==> config.mk <==
export PLATFORM = sky130hd
export DESIGN_NAME = riscv_test_monitor
export DESIGN_NICKNAME = d
export VERILOG_FILES = /design/src/rtl/riscv_test_monitor.sv
export SDC_FILE = /design/constraint.sdc
export NUM_CORES = 1
export LEC_CHECK = 0
export CAP_MARGIN = 20
export CORE_AREA = 5 5 141 143
export DETAILED_ROUTE_END_ITERATION = 16
export DIE_AREA = 0 0 146 148
export PLACE_DENSITY = 0.74
export SLEW_MARGIN = 25
export SYNTH_ARGS = -nofsm -noshare
export SYNTH_HDL_FRONTEND = slang
export SYNTH_SLANG_ARGS = --single-unit
==> constraint.sdc <==
create_clock -name clk -period 7.5 [get_ports clk]
set_input_delay 1.5 -clock clk [delete_from_list [all_inputs] [get_ports clk]]
set_output_delay 1.5 -clock clk [all_outputs]
set_load 0.03 [all_outputs]
==> src/rtl/riscv_test_monitor.sv <==
// riscv_test_monitor: decodes the tohost exit protocol of rv32ui tests
// into sticky pass/fail/timeout/hang verdicts with run counters.
module riscv_test_monitor #(
  parameter logic [31:0] TOHOST_ADDR    = 32'h0000_1000,
  parameter int unsigned TIMEOUT_CYCLES = 5000,
  parameter int unsigned STALL_LIMIT    = 64,
  parameter int unsigned CNT_W          = 32
) (
  input  logic             clk,
  input  logic             rst,
  input  logic             st_valid,
  input  logic [31:0]      st_addr,
  input  logic [31:0]      st_data,
  input  logic [3:0]       st_strb,
  input  logic             retire,
  input  logic [31:0]      pc,
  output logic             done,
  output logic             pass,
  output logic [30:0]      fail_id,
  output logic             timeout,
  output logic             hang,
  output logic [CNT_W-1:0] cycles,
  output logic [CNT_W-1:0] retired
);

  typedef enum logic [2:0] {
    S_RUN,
    S_PASS,
    S_FAIL,
    S_TIMEOUT,
    S_HANG
  } state_t;

  localparam logic [CNT_W-1:0] CMAX   = '1;
  localparam logic [CNT_W-1:0] ONE    = CNT_W'(1);
  localparam logic [CNT_W-1:0] TO_LIM = CNT_W'(TIMEOUT_CYCLES);
  localparam logic [CNT_W-1:0] ST_LIM = CNT_W'(STALL_LIMIT);

  state_t           state_q, state_d;
  logic [CNT_W-1:0] cyc_q, cyc_d;
  logic [CNT_W-1:0] ret_q, ret_d;
  logic [CNT_W-1:0] stall_q, stall_d;
  logic [31:0]      last_pc_q, last_pc_d;
  logic [30:0]      fid_q, fid_d;

  logic             tohost_exit;
  logic             advance;
  logic [CNT_W-1:0] cyc_inc;
  logic [CNT_W-1:0] ret_inc;
  logic [CNT_W-1:0] stall_nx;

  // st_valid gates everything so junk on the idle bus is harmless
  assign tohost_exit = st_valid
                     && (st_addr == TOHOST_ADDR)
                     && (st_strb == 4'hF)
                     && st_data[0];

  assign advance = retire && (pc != last_pc_q);

  assign cyc_inc = (cyc_q == CMAX) ? cyc_q : cyc_q + ONE;
  assign ret_inc = (ret_q == CMAX) ? ret_q : ret_q + ONE;

  always_comb begin
    stall_nx = stall_q;
    if (advance) begin
      stall_nx = '0;
    end else if (stall_q != CMAX) begin
      stall_nx = stall_q + ONE;
    end
  end

  always_comb begin
    state_d   = state_q;
    cyc_d     = cyc_q;
    ret_d     = ret_q;
    stall_d   = stall_q;
    last_pc_d = last_pc_q;
    fid_d     = fid_q;
    if (state_q == S_RUN) begin
      cyc_d   = cyc_inc;
      stall_d = stall_nx;
      if (retire) begin
        ret_d     = ret_inc;
        last_pc_d = pc;
      end
      if (tohost_exit) begin
        if (st_data == 32'h1) begin
          state_d = S_PASS;
        end else begin
          state_d = S_FAIL;
          fid_d   = st_data[31:1];
        end
      end else if (cyc_inc == TO_LIM) begin
        state_d = S_TIMEOUT;
      end else if (stall_nx == ST_LIM) begin
        state_d = S_HANG;
      end
    end
  end

  always_ff @(posedge clk or negedge rst) begin
    if (!rst) begin
      state_q   <= S_RUN;
      cyc_q     <= '0;
      ret_q     <= '0;
      stall_q   <= '0;
      last_pc_q <= '0;
      fid_q     <= '0;
    end else begin
      state_q   <= state_d;
      cyc_q     <= cyc_d;
      ret_q     <= ret_d;
      stall_q   <= stall_d;
      last_pc_q <= last_pc_d;
      fid_q     <= fid_d;
    end
  end

  assign done    = (state_q != S_RUN);
  assign pass    = (state_q == S_PASS);
  assign timeout = (state_q == S_TIMEOUT);
  assign hang    = (state_q == S_HANG);
  assign fail_id = fid_q;
  assign cycles  = cyc_q;
  assign retired = ret_q;

endmodule

---- Word-level counts from Yosys, hierarchy flattened ----
Cells that the tools add are included.
cells by class
  reductions and logical operators ........ 11
  eq/ne operators ......................... 12
  bitwise logic cells ..................... 2
  $add $sub $neg .......................... 3
  multiplexer cells ....................... 7
operators by type and width
  cell                   count
  $add 32x1->32 const B  3
  $mux 32                3
  $eq 32x13->1 const B   2
  $eq 32x32->1 const B   2
  $eq 32x1->1 const B    1
  $eq 32x7->1 const B    1
  $ne 32x32->1           1
  $ne 32x32->1 const B   1
  $mux 3                 3
  $reduce_and 3->1       2
  $reduce_bool 3->1      2
  $eq 4x4->1 const B     1
  $logic_and 1x1->1      4
  $reduce_and 2->1       2
  $eq 3x1->1 const B     1
  $eq 3x2->1 const B     1
  $eq 3x3->1 const B     1
  $logic_not 3->1        1
  $mux 2                 1
  $not 1->1              2
word-level totals
  bits in registers ....................... 162
  logic and storage cells ................. 41
  output and inout port bits .............. 99

---- Depth between registers and ports, before layout ----
Gate-level depths: netlist of the first run.
  depth in word-level cells ............... 7
  depth in mapped cells ................... 12
  depth with buffers taken out ............ 9

---- Worst setup path before layout of the first run ----
Ideal clock, no wire load.
  path type ............................... input port to flip-flop
  start ................................... in st_addr[18]
  end ..................................... reg fid_q[10], in the netlist fail_id[10]
  required time ........................... 7.375 ns
  cell stages on the path ................. 6
  setup time .............................. 0.125 ns
  data arrival time ....................... 3.337 ns
  path slack .............................. 4.038 ns
  cells stage by stage .................... nor4_1 > nand4_1 > nor3_1 > nor3b_1 > clkbuf_1 > mux2_2
on the way
  cells in the longest elaborated chain, start to end .. 5
RTL lines
  what                        RTL line  text
  from (decl)                 12        input logic [31:0] st_addr,
  $eq 32x13->1                54        && (st_addr == TOHOST_ADDR)
  $logic_and 1x1->1           54
  $logic_and 1x1->1           55        && (st_strb == 4'hF)
  $logic_and 1x1->1           56        && st_data[0];
  $reduce_and 3->1 (no line)  n/a
  to (signal assigned)        115       fid_q <= fid_d;
  to (decl)                   44        logic [30:0] fid_q, fid_d;
No other way between the ends.
A chain may end at the register's enable or synchronous reset.

---- Final worst setup path of the first run ----
  start ................................... reg state_q[2]
  end ..................................... out done
on the way
  cells in the longest elaborated chain, start to end .. 1
RTL lines
  what                    RTL line  text
  from (decl)             39        state_t state_q, state_d;
  from (signal assigned)  110       state_q <= state_d;
  $reduce_bool 3->1       119       assign done = (state_q != S_RUN);
  to (decl)               17        output logic done,
No other way between the ends.

==> results by group, run 1 <==
Critical path
  – Worst path cell trace: nor3_2, buf_4, inv_2, clkdlybuf4s50_1
  – Endpoint type of the worst setup path: primary output
  – Crit path kind: reg2out
  – Reg2reg end: state_q[2]
  – Slowest stage delay, CP: ~800 ps
  – Critical path launch point type: register
  – Worst reg2reg setup slack: around 4000 ps
  – Reg2reg start: stall_q[0]
  – CP bufs+invs: 3
  – Critical path's slowest cell: clkdlybuf4s50_1
  – Worst-case reg-to-reg path depth: 9
  – WP data required: 6000 ps
  – CP arrival: about 2700 ps
  – Crit path max-delay family: buffers and inverters
  – Worst-path fanout max: 39

Placed design
  – Dpl cells: 1302
  – Final GP Congestion: 0.907
  – Pre-CTS setup slack: 3360 ps
  – IO buf count: between 200 and 250
  – Area after DPL: ~11000 µm²
  – DP HPWL: between 15 and 20 mm

Global routing
  – Global-route wire length before repair: 39.4 mm
  – Initial antenna violation count: 0
  – Vias in the first global route: ~7600
  – Grt ovf: 0
  – GRT Resource Usage Total: 0.223
  – Largest net degree at the start of global routing: 89

Synth
  – Ys async rst share: 1.00
  – Synthesized flop and latch total: 162
  – Mean Syn Cell Area: 9.89 µm²
  – Main flop type after synthesis: dfrtp_1
  – Post-synth EDFFs: 0
  – Post-Syn Instances: approximately 910
  – Post-Syn Nets: 1021
  – Sequential-to-total area share from yosys stat: 0.448
  – Number of synthesis warnings: 0
  – Netlist Area Pre-Place: ~9000 µm²
  – Cell variety after synth: 67

Outcome
  – Outcome: complete, no violations

Min path
  – Worst min-delay path category: reg2reg
  – Hold_sp: retired[8]
  – Hold depth: 1
  – WHS Endpoint: retired[8]

Finish
  – Non-filler cells, final: 1334
  – Post-layout util: 0.638
  – Nets: between 1000 and 1500
  – N_diodes: 0
  – Synth-to-Final Area Change: 30.1%
  – Fin area: between 10000 and 15000 µm²
  – Fill cells: roughly 1500
  – Share of cells above drive strength 1: 0.117

Drt
  – Pre-Repair DR Iteration Count: 5
  – Post-route ant nets: 0
  – Post-DR wirelength/cell: 18.2 µm
  – Detailed Route WL: approximately 24 mm
  – Vias per cell: 5.89
  – Total number of vias: 7861
  – DRC violations left: 0
  – First DRT Iteration DRCs: roughly 540

CTS
  – CTS tree: done
  – Clock transition at path regs: approximately 60 ps
  – Max Buffers Root-to-Sink: 2
  – CTS Buf Count: 17
  – Clk sinks: about 160
  – Worst-Skew Late Latency: approximately 430 ps
  – Clk root buf: clkbuf_16
  – Post-CTS sizing: 0
  – CTS H-tree lvls: 4
  – Post-CTS setup buffers: 0
  – Hold buffer count at cts: 0

Timing
  – RSZ-0062 raised after global routing: false
  – Period utilisation layout: 0.560
  – F_max: approximately 240 MHz
  – Tmin final: 4200 ps
  – Final setup fails: 0
  – Setup_tns: 0 ps
  – Worst-margin pin slew: approximately 900 ps
  – Final Hold Fails: 0
  – Final Max Slew Viols: 0
  – Worst slew margin: 0.399
  – Setup ws final: between 3000 and 4000 ps
  – WHS: between 400 and 500 ps
  – Final setup skew: 10.3 ps

Power
  – LEAKAGE: 4.84 nW
  – Worst vdd ir: around 0.00014 V
  – PwrDens: between 150 and 200 nW/µm²
  – Total power: approximately 2.0 mW

Floorplanning
  – IO Pins: 203
  – Starting Density: 0.490
  – Chip Height: ~150 µm
  – Rows: 50
  – Die area: around 22000 µm²
  – Die Wd: between 100 and 150 µm
  – CORE AREA: 18500 µm²

Flow run
  – Max-capacitance violation count: 0
-- worst register-to-register path, stage by stage, from the launching register on --
cell and delay (ps):
dfrtp_1 430, ha_1 300, nand4_1 190, nor2_1 420
and3_1 490, nand3_1 230, nor2_1 750, nor3_1 180
and3_1 200, a41o_1 230
-- state kept, by name, summed over array words and instances, names as in the netlist --
signal / cells
last_pc_q: 32
state_q: 3
retired: 32
stall_q: 32
fail_id: 31
cycles: 32
-- Yosys cell counts (4+ instances only) --
library cell  number  area, µm²
dfrtp_1          162       4050
xor2_1            71        622
mux2_2            66        743
nor2_1            65        244
nand2_1           63        236
nand3_1           51        255
xnor2_1           50        438
a21oi_1           46        230
nand4_1           44        275
nor4_1            35        219
clkbuf_1          30        113
nor3_1            27        135
o21ai_0           24        120
and4_1            16        140
buf_2             15       75.1
inv_1             14       52.6
and3_1            12       75.1
o31ai_1           11       82.6
a31oi_1            9       56.3
nor3b_1            6       45.0
o22a_1             6       52.6
a211oi_1           5       37.5
and2_1             5       31.3
buf_1              5       18.8
a41oi_1            4       35.0
mux2i_1            4       40.0
or2_2              4       25.0
-- report_power, final --
group	total (mW)	internal (mW)	switching [mW]
Sequential	0.951	0.910	0.0401
Combinational	0.242	0.128	0.114
Clock	0.851	0.480	0.371
Total	2.04	1.52	0.526
-- cells in the final DEF, fill, tap and decap left out, drive strengths merged, types with 3 or more instances in the layout --
cell	instances
a21oi	46
nor3	29
a21boi	3
nand2	63
o21ai	25
o2111ai	3
clkinv	6
and3	12
xor2	71
nor2	65
inv	20
nor3b	6
mux2	66
o22a	6
nand4	46
clkbuf	19
clkdlybuf4s50	201
o31ai	12
xnor2	50
nor4	37
a31oi	9
or3	3
or4	4
a211oi	5
ha	3
and2	5
or2	5
a41oi	4
dfrtp	162
buf	6
mux2i	4
nand2b	3
and4	17
a31o	3
nand3	51
-- worst max path at each step --
stage	start	endpoint	slack [ps]	depth (start not counted)
final	state_q[2]	done	3300	4
after detailed placement	retire	retired[31]	3360	7
after global placement	retire	retired[31]	3340	7
after global routing	state_q[2]	done	3230	4
after floorplan	st_addr[18]	fail_id[10]	4040	6
after CTS	state_q[2]	done	3330	4
-- kinds of logic after synthesis --
| logic type | after synthesis | synth area share |
|---|---|---|
| flip-flops | 162 | 0.448 |
| adder cells (fa/ha/maj) | 3 | 0.00415 |
| multiplexers | 70 | 0.0866 |
| buffers and inverters | 68 | 0.0317 |
| AND/OR/NAND/NOR | 358 | 0.217 |
| XOR/XNOR | 121 | 0.117 |
| AO/OA/AOI/OAI | 132 | 0.0950 |
-- layer usage --
layer / vias to the layer above / part of all wire / global-route usage
li1: 3700 / - / -
met1: 3835 / 0.41 / 0.281
met2: 281 / 0.51 / 0.378
met3: 45 / 0.059 / 0.0540
met4: 0 / 0.026 / 0.0786
met5: - / 0 / 0
-- final cells by class --
type | count | area, µm² | share of cell area
clock buffer | 19 | 453 | 0.0385
clock inverter | 13 | 123 | 0.0104
inverter | 15 | 56.3 | 0.00479
multi-input combinational | 684 | 4720 | 0.401
sequential | 162 | 4050 | 0.345
tap | 234 | 293 | 0.0249
timing repair buffer | 207 | 2060 | 0.175
Power figures use the tool's default switching activity.
==> run 2, diff against run 1 <==
clock period = 3.9 ns   (was 7.5 ns; I/O delays follow)
==> run 2 against run 1 <==
Against the previous run:
- final area up 0.87%
- cell count is 0.90% higher
- die area is the same
- clock skew barely moved
- total power grew 94%
- count of clock-buffer cells in the layout fell by 1
- wire length grew 0.39%
- first-iteration DRC count is 19% higher
- clock power is 95% higher
- utilization increased by 0.56 points
- critical path type is now reg2reg
- largest cell class unchanged
==> results by group, run 2 (synthesis gave the netlist of run 1 again) <==
Critical path
  – Crit path kind: reg2reg (was reg2out)
  – CP startpoint: cycles[0] (was state_q[2])
  – Reg2reg start: cycles[0] (was stall_q[0])
  – Critical path launch point type: register (unchanged)
  – Worst-path fanout max: 11 (was 39)
  – Endpoint type of the worst setup path: register (was primary output)
  – CP arrival: 3530 ps (was 2700 ps)
  – WP data required: 4190 ps (was 6000 ps)

Timing
  – Final setup skew: 10.3 ps (about the same)
  – Period utilisation layout: 0.830
  – Setup_tns: 0 ps (unchanged)
  – Final setup fails: 0 (unchanged)
  – Worst slew margin: 0.423 (was 0.399)
  – Tmin final: 3240 ps
  – Final Hold Fails: 0 (unchanged)
  – F_max: ~300 MHz
  – WHS: 452 ps (was 497 ps)
  – RSZ-0062 raised after global routing: false (unchanged)
  – Worst-margin pin slew: 858 ps (was 899 ps)
  – Final Max Slew Viols: 0 (unchanged)

Finish
  – Fill cells: 1496 (was 1547)
  – N_diodes: 0 (unchanged)
  – Commonest non-fill, non-tap cells in the layout: 201 x clkdlybuf4s50_1, 162 x dfrtp_1, 71 x xor2_1 (unchanged)
  – Nets: 1206 (was 1194)
  – Commonest non-fill, non-tap cell in the layout: clkdlybuf4s50_1 (unchanged)
  – Synth-to-Final Area Change: 31.2% (was 30.1%)
  – Share of cells above drive strength 1: 0.124 (was 0.117)
  – Seq. cell area: 4050 µm² (unchanged)
  – Fin area: 11900 µm² (was 11800 µm²)
  – Multi-input gate area: 4710 µm² (was 4720 µm²)

Placed design
  – Area after DPL: 11300 µm² (was 11200 µm²)
  – DP HPWL: 17.8 mm (was 17.5 mm)
  – IO buf count: 202 (unchanged)
  – Final GP Congestion: 0.904 (was 0.907)

Global routing
  – Initial antenna violation count: 0 (unchanged)
  – Vias in the first global route: 7727 (was 7632)
  – Largest net degree at the start of global routing: 109 (was 89)
  – Global-route wire length before repair: 39.6 mm (was 39.4 mm)
  – Grt ovf: 0 (unchanged)
  – GRT Resource Usage Total: 0.222 (was 0.223)

Power
  – LEAKAGE: 4.89 nW (was 4.84 nW)
  – Worst vdd ir: 0.000309 V (was 0.000144 V)
  – PwrDens: 333 nW/µm² (was 174 nW/µm²)

CTS
  – CTS tree: done (unchanged)
  – Hold buffer count at cts: 0 (unchanged)
  – Clk root buf: clkbuf_16 (unchanged)
  – CTS H-tree lvls: 4 (unchanged)
  – Clk sinks: 162 (unchanged)
  – CTS Buf Count: 17 (unchanged)
  – Clock transition at path regs: 70 ps (was 60 ps)
  – Post-CTS setup buffers: 0 (unchanged)
  – Worst-Skew Late Latency: 420 ps (was 430 ps)
  – Post-CTS sizing: 0 (unchanged)
  – Max Buffers Root-to-Sink: 2 (unchanged)

Floorplanning
  – Die area: 21600 µm² (unchanged)
  – Die Wd: 146 µm (unchanged)
  – Rows: 50 (unchanged)
  – IO Pins: 203 (unchanged)
  – Starting Density: 0.490 (unchanged)
  – CORE AREA: 18500 µm² (unchanged)
  – Chip Height: 148 µm (unchanged)

Drt
  – Post-DR wirelength/cell: 18.1 µm (was 18.2 µm)
  – Detailed Route WL: 24.4 mm (was 24.3 mm)
  – Vias per cell: 5.84 (was 5.89)
  – Total number of vias: 7855 (was 7861)
  – First DRT Iteration DRCs: 647 (was 544)
  – Pre-Repair DR Iteration Count: 5 (unchanged)
  – DRC violations left: 0 (unchanged)
  – Post-route ant nets: 0 (unchanged)

Flow run
  – Max-capacitance violation count: 0 (unchanged)

Min path
  – Worst min-delay path category: in2async (was reg2reg)

Outcome
  – Outcome: complete, no violations (unchanged)
run 2: cell count changes in the layout (fill, tap and decap cells not counted), sizes merged:
| cell | change |
|---|---|
| buf | +11 |
| clkinvlp | +4 |
| clkinv | -2 |
| inv | -2 |
| bufinv | +1 |
run 2: path summary, 6_finish.rpt:
check / end / slack [ps] / cells after the start
max reg2reg: state_q[0] / 660 / 9
max in group asynchronous: stall_q[25] / 2680 / 2
min reg2reg: retired[22] / 500 / 1
max: state_q[0] / 660 / 9
min in group clk: retired[22] / 500 / 1
min: fail_id[11] / 450 / 1
run 2: where the power goes:
group | leakage (nW) | switching [mW] | internal [mW] | total, mW
logic | 2.47 | 0.221 | 0.251 | 0.472
clock network | 0.271 | 0.706 | 0.953 | 1.66
registers | 2.15 | 0.0737 | 1.75 | 1.82
total | 4.89 | 1.00 | 2.96 | 3.96
run 2: metal layers:
layer,routed length (µm),track usage,share of wire,up-vias
met5,0,0,0,-
met4,484,0.0611,0.020,0
met3,1400,0.0469,0.057,44
met2,12400,0.388,0.51,277
met1,10100,0.282,0.41,3808
li1,-,-,-,3726
run 2: metrics by stage:
step | utilization | instances | power, mW | setup WS, ps
finish | 0.643 | 1346 | 3.96 | 663
global route | 0.643 | 1346 | 4.12 | 506
CTS | 0.643 | 1346 | 4.00 | 639
detailed placement | 0.611 | 1314 | 2.33 | 719
global placement | 0.611 | 1314 | 2.32 | 691
floorplan | - | 914 | 2.06 | 1020
run 2: final cells by class:
cell class / instances / area share
inverter: 15 / 0.00474
timing repair buffer: 219 / 0.182
clock buffer: 18 / 0.0362
tap: 234 / 0.0247
clock inverter: 14 / 0.0133
sequential: 162 / 0.342
multi-input combinational: 684 / 0.397
run 2: worst max-delay path, cell delays in order, from the launching register on:
cell and delay [ps]:
dfrtp_1 450, ha_1 310, nand3_1 180, or4_4 680
nor3_4 380, o41ai_1 140, a211oi_1 330, nor4_1 100
and4_1 200, a311o_2 340
==> run 3, diff against run 2 <==
CORE_AREA = 5 5 147 149   (was 5 5 141 143)
DIE_AREA = 0 0 152 154   (was 0 0 146 148)
PLACE_DENSITY = 0.72   (was 0.74)
clock period = 2.65 ns   (was 3.9 ns; I/O delays follow)
==> run 3 against run 2 <==
Against the previous run:
- the run now ends with setup timing left
- critical path type unchanged
- count of clock-buffer cells in the layout decreased by 1
- clock power rose by 46%
- final area is 7.3% higher
- via count increased by 5.3%
- hold slack got worse by 400 ps
- combinational power increased by 62%
- non-clock buffer count is 88 higher
- sequential power up 47%
- critical path depth increased by 1
- worst setup slack worse by 700 ps
- global-route usage up 0.39 points
- first-iteration DRC count is 5.6% higher
==> results by group, run 3 (synthesis gave the netlist of run 1 again) <==
Outcome
  – Outcome: finished with violations (was complete, no violations)
  – Failing checks: setup timing

Finish
  – Share of cells above drive strength 1: 0.212 (was 0.124)
  – Nets: 1295 (was 1206)
  – Non-filler cells, final: 1471 (was 1346)
  – Synth-to-Final Area Change: 40.8% (was 31.2%)
  – Fill cells: 1679 (was 1496)
  – Commonest non-fill, non-tap cells in the layout: 201 x clkdlybuf4s50_1, 151 x dfrtp_1, 101 x buf_4 (was 201 x clkdlybuf4s50_1, 162 x dfrtp_1, 71 x xor2_1)
  – N_diodes: 0 (unchanged)
  – Commonest non-fill, non-tap cell in the layout: clkdlybuf4s50_1 (unchanged)
  – Seq. cell area: 4070 µm² (was 4050 µm²)
  – Fin area: 12700 µm² (was 11900 µm²)
  – Post-layout util: 0.635 (was 0.643)
  – Multi-input gate area: 4850 µm² (was 4710 µm²)

Timing
  – Tmin final: 2680 ps (was 3240 ps)
  – Final setup skew: 9.37 ps (was 10.3 ps)
  – Worst slew margin: 0.617 (was 0.423)
  – Worst-margin pin slew: 569 ps (was 858 ps)
  – Period utilisation layout: 1.01 (was 0.830)
  – Final Hold Fails: 0 (unchanged)
  – Setup ws final: -33.3 ps (was 663 ps)
  – RSZ-0062 raised after global routing: true (was false)
  – Final Max Slew Viols: 0 (unchanged)
  – Setup_tns: -33.3 ps (was 0 ps)
  – WHS: 47.5 ps (was 452 ps)
  – F_max: 373 MHz (was 309 MHz)
  – Final setup fails: 1 (was 0)

Power
  – Total power: 5.86 mW (was 3.96 mW)
  – Worst vdd ir: 0.000372 V (was 0.000309 V)
  – PwrDens: 460 nW/µm² (was 333 nW/µm²)
  – LEAKAGE: 5.37 nW (was 4.89 nW)

Global routing
  – GRT Resource Usage Total: 0.226 (was 0.222)
  – Vias in the first global route: 8283 (was 7727)
  – Grt ovf: 0 (unchanged)
  – Global-route wire length before repair: 43.6 mm (was 39.6 mm)
  – Largest net degree at the start of global routing: 54 (was 109)
  – Initial antenna violation count: 0 (unchanged)

CTS
  – Clk root buf: clkbuf_16 (unchanged)
  – CTS Buf Count: 17 (unchanged)
  – Clock transition at path regs: 70 ps (about the same)
  – CTS H-tree lvls: 4 (unchanged)
  – Max Buffers Root-to-Sink: 2 (unchanged)
  – Worst-Skew Late Latency: 430 ps (was 420 ps)
  – Clk sinks: 162 (unchanged)
  – CTS tree: done (unchanged)

Placed design
  – Dpl cells: 1433 (was 1314)
  – Area after DPL: 12000 µm² (was 11300 µm²)
  – DP HPWL: 19.8 mm (was 17.8 mm)
  – Final GP Congestion: 0.966 (was 0.904)
  – IO buf count: 202 (unchanged)
  – Pre-CTS setup slack: -234 ps (was 719 ps)

Drt
  – Vias per cell: 5.62 (was 5.84)
  – Total number of vias: 8272 (was 7855)
  – Met3 Routed Length: 1.23 mm (was 1.40 mm)
  – Met2 wire length: 13.1 mm (was 12.4 mm)
  – Detailed Route WL: 26.6 mm (was 24.4 mm)
  – DRC violations left: 0 (unchanged)
  – First DRT Iteration DRCs: 683 (was 647)
  – Met1 wire length: 11.6 mm (was 10.1 mm)
  – Top sig layer: met4 (unchanged)
  – Post-DR wirelength/cell: 18.1 µm (about the same)
  – Pre-Repair DR Iteration Count: 6 (was 5)
  – Post-route ant nets: 0 (unchanged)

Critical path
  – Reg2reg end: state_q[2] (was state_q[0])
  – Worst setup path endpoint: state_q[2] (was state_q[0])
  – Reg2reg start: cycles[0] (unchanged)
  – Endpoint type of the worst setup path: register (unchanged)
  – CP startpoint: cycles[0] (unchanged)
  – Worst-path fanout max: 5 (was 11)
  – WP data required: 2970 ps (was 4190 ps)
  – Crit path kind: reg2reg (unchanged)
  – Worst reg2reg setup slack: -30 ps (was 660 ps)
  – CP arrival: 3000 ps (was 3530 ps)
  – Worst-case reg-to-reg path depth: 10 (was 9)
  – Critical path launch point type: register (unchanged)

Min path
  – Worst min-delay path category: in2async (unchanged)

Floorplanning
  – Die area: 23400 µm² (was 21600 µm²)
  – Die Wd: 152 µm (was 146 µm)
  – Starting Density: 0.451 (was 0.490)
  – Chip Height: 154 µm (was 148 µm)
  – IO Pins: 203 (unchanged)
  – Rows: 52 (was 50)
  – CORE AREA: 20000 µm² (was 18500 µm²)

Flow run
  – Max-capacitance violation count: 0 (unchanged)
-- run 3: cell count changes in the layout (fill, tap and decap cells not counted), moves of 3 or more --
cell        change
buf_4          +85
clkinvlp_4      -3
dfrtp_1        -11
dfrtp_2        +11
inv_6           +4
nor4_1          -3
-- run 3: per-layer routing --
metal / vias up / track usage
met5: - / 0
met3: 50 / 0.0393
met1: 4036 / 0.303
met4: 0 / 0.0732
li1: 3909 / -
met2: 277 / 0.375
-- run 3: repair_timing --
action	4_1_cts	5_1_grt
gates cloned	1	0
hold buffers	0	0
pin swaps	3	11
resized for setup	5	16
buffers inserted	0	5
setup endpoints to repair	1	37
-- run 3: cell type report --
| class | instances | area share |
|---|---|---|
| Clock buffer | 17 | 0.0334 |
| Clock inverter | 15 | 0.0116 |
| Inverter | 15 | 0.00442 |
| Multi-Input combinational cell | 685 | 0.381 |
| Sequential cell | 162 | 0.319 |
| Tap cell | 270 | 0.0265 |
| Timing Repair Buffer | 307 | 0.224 |
-- run 3: worst min-delay path by stage --
stage / startpoint / to / slack, ps / cells after the start
floorplan: rst / cycles[0] / 230 / 0
global placement: retired[20] / retired[20] / 470 / 1
detailed placement: fail_id[15] / fail_id[15] / 490 / 1
CTS: rst / retired[9] / 70 / 1
global route: rst / retired[9] / 90 / 1
finish: rst / retired[14] / 50 / 1
-- run 3: power breakdown --
part	internal, mW	switching, mW
registers	2.58	0.101
clock network	1.32	1.09
logic	0.407	0.360
total	4.31	1.55
-- run 3: critical path, stage by stage, from the launching register on --
cell and delay (ps):
dfrtp_2 380, ha_4 150, nand3_4 70, or4_4 620, buf_4 180, nor4_4 270, a2bb2oi_2 210, o2111ai_1 180
nor3b_2 210, a31oi_1 110, a41o_1 190
